==> config.mk <==
export PLATFORM = sky130hd
export DESIGN_NAME = hazard_ctrl
export DESIGN_NICKNAME = d
export VERILOG_FILES = /design/src/rtl/hazard_ctrl.sv
export SDC_FILE = /design/constraint.sdc
export NUM_CORES = 1
export LEC_CHECK = 0
export CORE_UTILIZATION = 35
export DETAILED_ROUTE_END_ITERATION = 16
export PLACE_DENSITY = 0.65
export SLEW_MARGIN = 20
export SYNTH_ARGS = -nofsm -noshare
export SYNTH_HDL_FRONTEND = slang
export SYNTH_SLANG_ARGS = --single-unit
export TNS_END_PERCENT = 20
==> constraint.sdc <==
create_clock -name clk -period 2.8 [get_ports clk]
set_input_delay 0.28 -clock clk [delete_from_list [all_inputs] [get_ports clk]]
set_output_delay 0.28 -clock clk [all_outputs]
set_load 0.02 [all_outputs]
==> src/rtl/hazard_ctrl.sv <==
// hazard_ctrl: stall/flush/forward sequencing for the 5-stage core.
// Ports: D/E/M/W register addresses and enables, dmem handshake,
//   err_clr in; stall_F..stall_M, flush_D/E/W, forwardA/B_E,
//   mem_err, stall_cnt, flush_cnt out.
module hazard_ctrl #(
    parameter int unsigned TIMEOUT = 16,
    parameter int unsigned CNT_W   = 16
) (
    input  logic             clk,
    input  logic             reset,
    input  logic [4:0]       rs1_addr_D,
    input  logic [4:0]       rs2_addr_D,
    input  logic [4:0]       rs1_addr_E,
    input  logic [4:0]       rs2_addr_E,
    input  logic [4:0]       rd_addr_E,
    input  logic [4:0]       rd_addr_M,
    input  logic [4:0]       rd_addr_W,
    input  logic             dmem_read_E,
    input  logic             RegWrite_M,
    input  logic             RegWrite_W,
    input  logic             PCSrc_E,
    input  logic             dmem_req_M,
    input  logic             dmem_ready,
    input  logic             err_clr,
    output logic             stall_F,
    output logic             stall_D,
    output logic             stall_E,
    output logic             stall_M,
    output logic             flush_D,
    output logic             flush_E,
    output logic             flush_W,
    output logic [1:0]       forwardA_E,
    output logic [1:0]       forwardB_E,
    output logic             mem_err,
    output logic [CNT_W-1:0] stall_cnt,
    output logic [CNT_W-1:0] flush_cnt
);

    typedef enum logic {
        RUN,
        MEM_WAIT
    } state_t;

    localparam logic [7:0] TIMEOUT_C = 8'(TIMEOUT);
    localparam logic [CNT_W-1:0] CNT_MAX = '1;
    localparam logic [CNT_W-1:0] CNT_ONE = CNT_W'(1);

    state_t     state;
    state_t     state_nxt;
    logic [7:0] wait_cnt;
    logic [7:0] wait_cnt_nxt;

    logic memwait;
    logic loaduse;
    logic freeze;
    logic apply;
    logic timeout;

    logic stall_F_raw;
    logic stall_D_raw;
    logic stall_E_raw;
    logic stall_M_raw;
    logic flush_D_raw;
    logic flush_E_raw;
    logic flush_W_raw;

    assign memwait = dmem_req_M & ~dmem_ready;

    assign loaduse = dmem_read_E
                   & (rd_addr_E != 5'd0)
                   & ((rd_addr_E == rs1_addr_D)
                   |  (rd_addr_E == rs2_addr_D));

    // Sequencing: 'apply' means the pipeline is free to move this
    // cycle, so the redirect and load-use rules take effect.
    always_comb begin
        state_nxt    = state;
        wait_cnt_nxt = wait_cnt;
        freeze       = 1'b0;
        apply        = 1'b0;
        timeout      = 1'b0;
        unique case (state)
            RUN: begin
                if (memwait) begin
                    freeze       = 1'b1;
                    wait_cnt_nxt = 8'd1;
                    state_nxt    = MEM_WAIT;
                end else begin
                    apply = 1'b1;
                end
            end
            MEM_WAIT: begin
                if (dmem_ready) begin
                    apply        = 1'b1;
                    wait_cnt_nxt = 8'd0;
                    state_nxt    = RUN;
                end else if (wait_cnt < TIMEOUT_C) begin
                    freeze       = 1'b1;
                    wait_cnt_nxt = wait_cnt + 8'd1;
                end else begin
                    // Abandon the access; the MEM/WB slot is a bubble.
                    timeout      = 1'b1;
                    apply        = 1'b1;
                    wait_cnt_nxt = 8'd0;
                    state_nxt    = RUN;
                end
            end
            default: begin
                wait_cnt_nxt = 8'd0;
                state_nxt    = RUN;
            end
        endcase
    end

    // Control priority: freeze > redirect > load-use.
    always_comb begin
        stall_F_raw = 1'b0;
        stall_D_raw = 1'b0;
        stall_E_raw = 1'b0;
        stall_M_raw = 1'b0;
        flush_D_raw = 1'b0;
        flush_E_raw = 1'b0;
        flush_W_raw = timeout;
        if (freeze) begin
            stall_F_raw = 1'b1;
            stall_D_raw = 1'b1;
            stall_E_raw = 1'b1;
            stall_M_raw = 1'b1;
            flush_W_raw = 1'b1;
        end else if (apply && PCSrc_E) begin
            // Decode instruction is flushed, so load-use is moot.
            flush_D_raw = 1'b1;
            flush_E_raw = 1'b1;
        end else if (apply && loaduse) begin
            stall_F_raw = 1'b1;
            stall_D_raw = 1'b1;
            flush_E_raw = 1'b1;
        end
    end

    assign stall_F = ~reset & stall_F_raw;
    assign stall_D = ~reset & stall_D_raw;
    assign stall_E = ~reset & stall_E_raw;
    assign stall_M = ~reset & stall_M_raw;
    assign flush_D = ~reset & flush_D_raw;
    assign flush_E = ~reset & flush_E_raw;
    assign flush_W = ~reset & flush_W_raw;

    function automatic logic [1:0] fwd_sel(
        input logic [4:0] rs
    );
        logic [1:0] sel;
        sel = 2'b00;
        if (RegWrite_M && rd_addr_M != 5'd0
            && rd_addr_M == rs)
            sel = 2'b10;
        else if (RegWrite_W && rd_addr_W != 5'd0
                 && rd_addr_W == rs)
            sel = 2'b01;
        return sel;
    endfunction

    assign forwardA_E = reset ? 2'b00 : fwd_sel(rs1_addr_E);
    assign forwardB_E = reset ? 2'b00 : fwd_sel(rs2_addr_E);

    always_ff @(posedge clk) begin
        if (reset) begin
            state    <= RUN;
            wait_cnt <= 8'd0;
        end else begin
            state    <= state_nxt;
            wait_cnt <= wait_cnt_nxt;
        end
    end

    // Timeout set beats a same-cycle clear.
    always_ff @(posedge clk) begin
        if (reset)
            mem_err <= 1'b0;
        else if (timeout)
            mem_err <= 1'b1;
        else if (err_clr)
            mem_err <= 1'b0;
    end

    always_ff @(posedge clk) begin
        if (reset) begin
            stall_cnt <= '0;
            flush_cnt <= '0;
        end else begin
            if (stall_F && stall_cnt != CNT_MAX)
                stall_cnt <= stall_cnt + CNT_ONE;
            if (flush_E && flush_cnt != CNT_MAX)
                flush_cnt <= flush_cnt + CNT_ONE;
        end
    end

endmodule
# --- Word-level counts from Yosys, hierarchy flattened ---
# Index checks and enable logic that the tools add are counted.
word_totals:
  ff_bits: 42
  input_bits: 44
op_classes:
  n_addsub: 3
  magnitude_cmp: 1
  eq_ne: 9
  n_mux: 31
  bitwise: 12
  reduce_logical: 14
ops:
  columns: ["op", "count"]
  rows:
  - ["16-bit by 1-bit adder with 16-bit output, second input constant", 2]
  - ["16-bit inequality test, second input constant", 2]
  - ["5-bit equality test", 6]
  - ["8-bit two-way mux", 3]
  - ["1-bit two-way mux", 21]
  - ["8-bit one-hot mux with 2 select lines", 1]
  - ["5-bit nonzero test", 3]
  - ["1-bit logical AND", 10]
  - ["8-bit by 1-bit adder with 8-bit output, second input constant", 1]
  - ["1-bit bitwise AND", 8]
  - ["8-bit by 5-bit less-than comparator with 1-bit output, second input constant", 1]
  - ["2-bit two-way mux", 4]
  - ["1-bit one-hot mux with 2 select lines", 2]
  - ["1-bit NOT", 3]
  - ["2-bit inequality test, second input constant", 1]
  - ["2-bit nonzero test", 1]
  - ["1-bit OR", 1]

# --- Longest topological paths before layout ---
depth:
  ltp_word: 10
  ltp_mapped: 10

# --- Worst setup path before layout ---
# Ideal clock, no wire load.
synth_timing:
  path_kind: "register to register"
  start: "register wait_cnt[5]"
  end: "register stall_cnt[13]"
  setup_ns: 0.121
  arrival_ns: 2.082
  setup_slack_ns: 0.596
  path_stages_with_launch: 8
  n_path_buf: 1
  cell_sequence: "dfxtp_1 > nor4_4 > nand2_4 > a211oi_4 > a31oi_4 > buf_6 > nor4_4 > mux2_4"
synth_between:
  elab_chain_len: 10
  elab_cells_between_ends: 14
synth_lines:
  columns: ["element", "line_no", "text"]
  rows:
  - ["start: declaration", "50", "logic [7:0] wait_cnt;"]
  - ["start signal: assignment", "172", "wait_cnt <= wait_cnt_nxt;"]
  - ["8-bit by 5-bit less-than comparator with 1-bit output (*)", "97", "end else if (wait_cnt < TIMEOUT_C) begin"]
  - ["1-bit two-way mux", "97", null]
  - ["1-bit two-way mux", "93", "if (dmem_ready) begin"]
  - ["1-bit one-hot mux with 2 select lines", "82", "unique case (state)"]
  - ["1-bit logical AND", "134", "end else if (apply && loaduse) begin"]
  - ["1-bit two-way mux", "134", null]
  - ["1-bit two-way mux", "130", "end else if (apply && PCSrc_E) begin"]
  - ["1-bit two-way mux (*)", "124", "if (freeze) begin"]
  - ["1-bit bitwise AND (*)", "141", "assign stall_F = ~reset & stall_F_raw;"]
  - ["1-bit logical AND (*)", "191", "if (stall_F && stall_cnt != CNT_MAX)"]
  - ["end signal: assignment", "192", "stall_cnt <= stall_cnt + CNT_ONE;"]
  - ["end: declaration", "35", "output logic [CNT_W-1:0] stall_cnt,"]
# Every way passes the cells marked *; elsewhere a longest branch is shown, timed or not.
# A chain may end at the register's enable or synchronous reset.

# --- Worst setup path in the final report ---
layout_timing:
  start: "input port rd_addr_E[1]"
  end: "output port stall_D"
layout_between:
  elab_chain_len: 8
  elab_cells_between_ends: 11
layout_lines:
  columns: ["element", "line_no", "text"]
  rows:
  - ["start: declaration", "15", "input logic [4:0] rd_addr_E,"]
  - ["5-bit equality test (tied with other cells)", "71", "& ((rd_addr_E == rs1_addr_D)"]
  - ["1-bit OR or 1-bit bitwise AND (tied branches)", "72, 70", null]
  - ["1-bit bitwise AND (*)", "71", null]
  - ["1-bit logical AND (*)", "134", null]
  - ["1-bit two-way mux (*)", "134", null]
  - ["1-bit two-way mux (*)", "130", null]
  - ["1-bit two-way mux (*)", "124", null]
  - ["1-bit bitwise AND (*)", "142", "assign stall_D = ~reset & stall_D_raw;"]
  - ["end: declaration", "26", "output logic stall_D,"]
# Marked as above.

==> flow_summary.ini <==
[synthesis]
synthTopCellsByArea = dfxtp_1 32%, xnor2_1 7.3%, nor2_1 3.8%
synth_edf_count = 0
syn_area_per_cell_sq_um = 8.57
synth_flop_cell = dfxtp_1
ys_types = 62
netlist_area_sq_mm = 0.00264
synth_top_area_frac = 0.318
yosys_warnings = 0
async_flop_share = 0
yosys-top-cells-count = 42 x dfxtp_1, 27 x nor2_1, 22 x xnor2_1
synth_cells = 308
synth_nets = 355
yosys.area.top_type = dfxtp_1
synth_seq_cells = 42
yosysMostFrequentCell = dfxtp_1
seq_area_frac_synth = 0.318

[worst_setup_path]
crit_fanout = 3
startpoint_type = input pin
required_ns = 2.52
path_class = in2out
cp-end-kind = output port
arrival_ns = 2.43

[grt]
grt_pass1_vias = 2417
grt-ovfl-total = 0
grt_pass1_wl_um = 11000
grt_max_degree = 33
grt_usage = 0.180
grt_antenna_before_repair = 0

[detailed_routing]
drt_iter0_markers = 58
detail-route-antenna-nets = 0
avgViaCountPerCell = 5.16
routedWlPerCell_um = 13.6
drc = 0
drt-total-wl_um = 6850
vias = 2606
firstDrtPassIters = 4

[die]
die_w_um = 88.9
die_height_um = 88.9
io-pin-count = 88
start_util = 0.364
placementRows = 31
core_sq_mm = 0.00725
die_area_sq_mm = 0.00789

[cts]
clock_path_buffers = 2
h-tree-depth = 2
clock-sinks = 42
clk_pin_slew_worst_paths_ns = 0.08
clock_latency_ns = 0.31
root_buffer = clkbuf_8
cts_buffers = 5
post-cts-setup-buffers = 0
cts_tree = built

[power_and_ir_drop]
p_leak_nw = 1.39
power_density_mw_per_mm2 = 359
ir_worst_vdd_v = 0.000188

[timing]
rsz0062_at_grt = false
tns_ns = 0
max_slew.worst_pin.slew_ns = 0.626
min_period_ns = 2.71
clock_skew_ns = 0.00643
slew_viol_final = 0
relSlewSlack = 0.581
fmax_mhz = 370
setup_viol = 0
finalHoldViolations = 0
timing.final.crit_share = 0.967

[placed_design]
port_buffers = 87
place_congestion = 0.812
dpl.hpwl_um = 5350

[finish]
n_antenna_cell = 0
area_delta_synth_final_pct = 43.2
drive_gt1_frac = 0.111
utilization = 0.521
num-fill-cells = 697
num-nets-final = 452

[status]
outcome = finished clean

[job]
maxCapViolCount = 0

[min_path]
min_path_type = reg2reg
-- cell families after synthesis --
kind of cell / share of synthesized area
mux: 0.0502
buf+inv: 0.0502
fa+ha+maj: 0.0142
xor+xnor: 0.106
flops: 0.318
compound gates: 0.170
simple gates: 0.291
-- sequential cells by signal (all words and copies together), names as in the netlist --
signal / count
mem_err: 1
wait_cnt: 8
state: 1
flush_cnt: 16
stall_cnt: 16
-- area by class of cell --
type                            instances  area, sq um  area share
Multi-Input combinational cell        241         1670       0.441
Timing Repair Buffer                  104          996       0.263
Sequential cell                        42          841       0.222
Tap cell                               99          124      0.0328
Clock buffer                            5         68.8      0.0182
Clock inverter                          3         43.8      0.0116
Inverter                               11         41.3      0.0109
-- routing by layer --
metal  global-route usage  vias to the layer above  share of wire
li1                     -                     1335              -
met1                0.221                     1196           0.44
met5                    0                        -              0
met2                0.315                       68           0.49
met4               0.0616                        0          0.014
met3               0.0354                        7          0.051
-- per-stage QoR --
stage	instance area (sq um)	cells	hold WS, ns	setup slack, ns	total power [mW]
2_1_floorplan	2640	308	0.464	0.596	0.745
3_3_place_gp	3670	497	0.465	-0.0690	0.866
3_5_place_dp	3670	497	0.480	-0.0889	0.868
4_1_cts	3780	505	0.504	0.0611	1.37
5_1_grt	3780	505	0.526	0.0167	1.41
6_report	3780	505	0.493	0.0937	1.36
-- cell usage in the layout, fill, tap and decap left out, types with 8 or more instances in the layout --
cell type,n
buf_4,17
nand3_1,13
dfxtp_1,42
nand2_1,20
inv_1,10
clkdlybuf4s50_1,85
or4_1,12
nor2_1,27
o31ai_1,8
a21oi_1,16
and3_1,12
xor2_1,10
xnor2_1,22
nand4_1,12
nor2b_1,8
-- critical path, stage by stage --
cell and delay (ns):
clkdlybuf4s50_1 0.42, or4_1 0.53, o21a_1 0.22, and2_4 0.18, a31oi_4 0.19, inv_2 0.07
clkdlybuf4s50_1 0.54
-- what timing repair did --
item	4_1_cts	5_1_grt
setup endpoints to repair	2	0
hold buffers	0	0
gates resized for setup	2	0
-- worst paths after layout --
| check | start | to | slack [ns] | depth (start not counted) |
|---|---|---|---|---|
| setup reg to reg | wait_cnt[6] | stall_cnt[11] | 0.46 | 7 |
| setup / recovery | rd_addr_E[1] | stall_D | 0.09 | 7 |
| hold reg to reg | flush_cnt[4] | flush_cnt[4] | 0.49 | 1 |
| hold / removal | flush_cnt[4] | flush_cnt[4] | 0.49 | 1 |
-- report_power, final --
part / internal (mW) / switching, mW
logic: 0.132 / 0.112
clock network: 0.268 / 0.238
registers: 0.602 / 0.00699
Power figures use the tool's default switching activity.
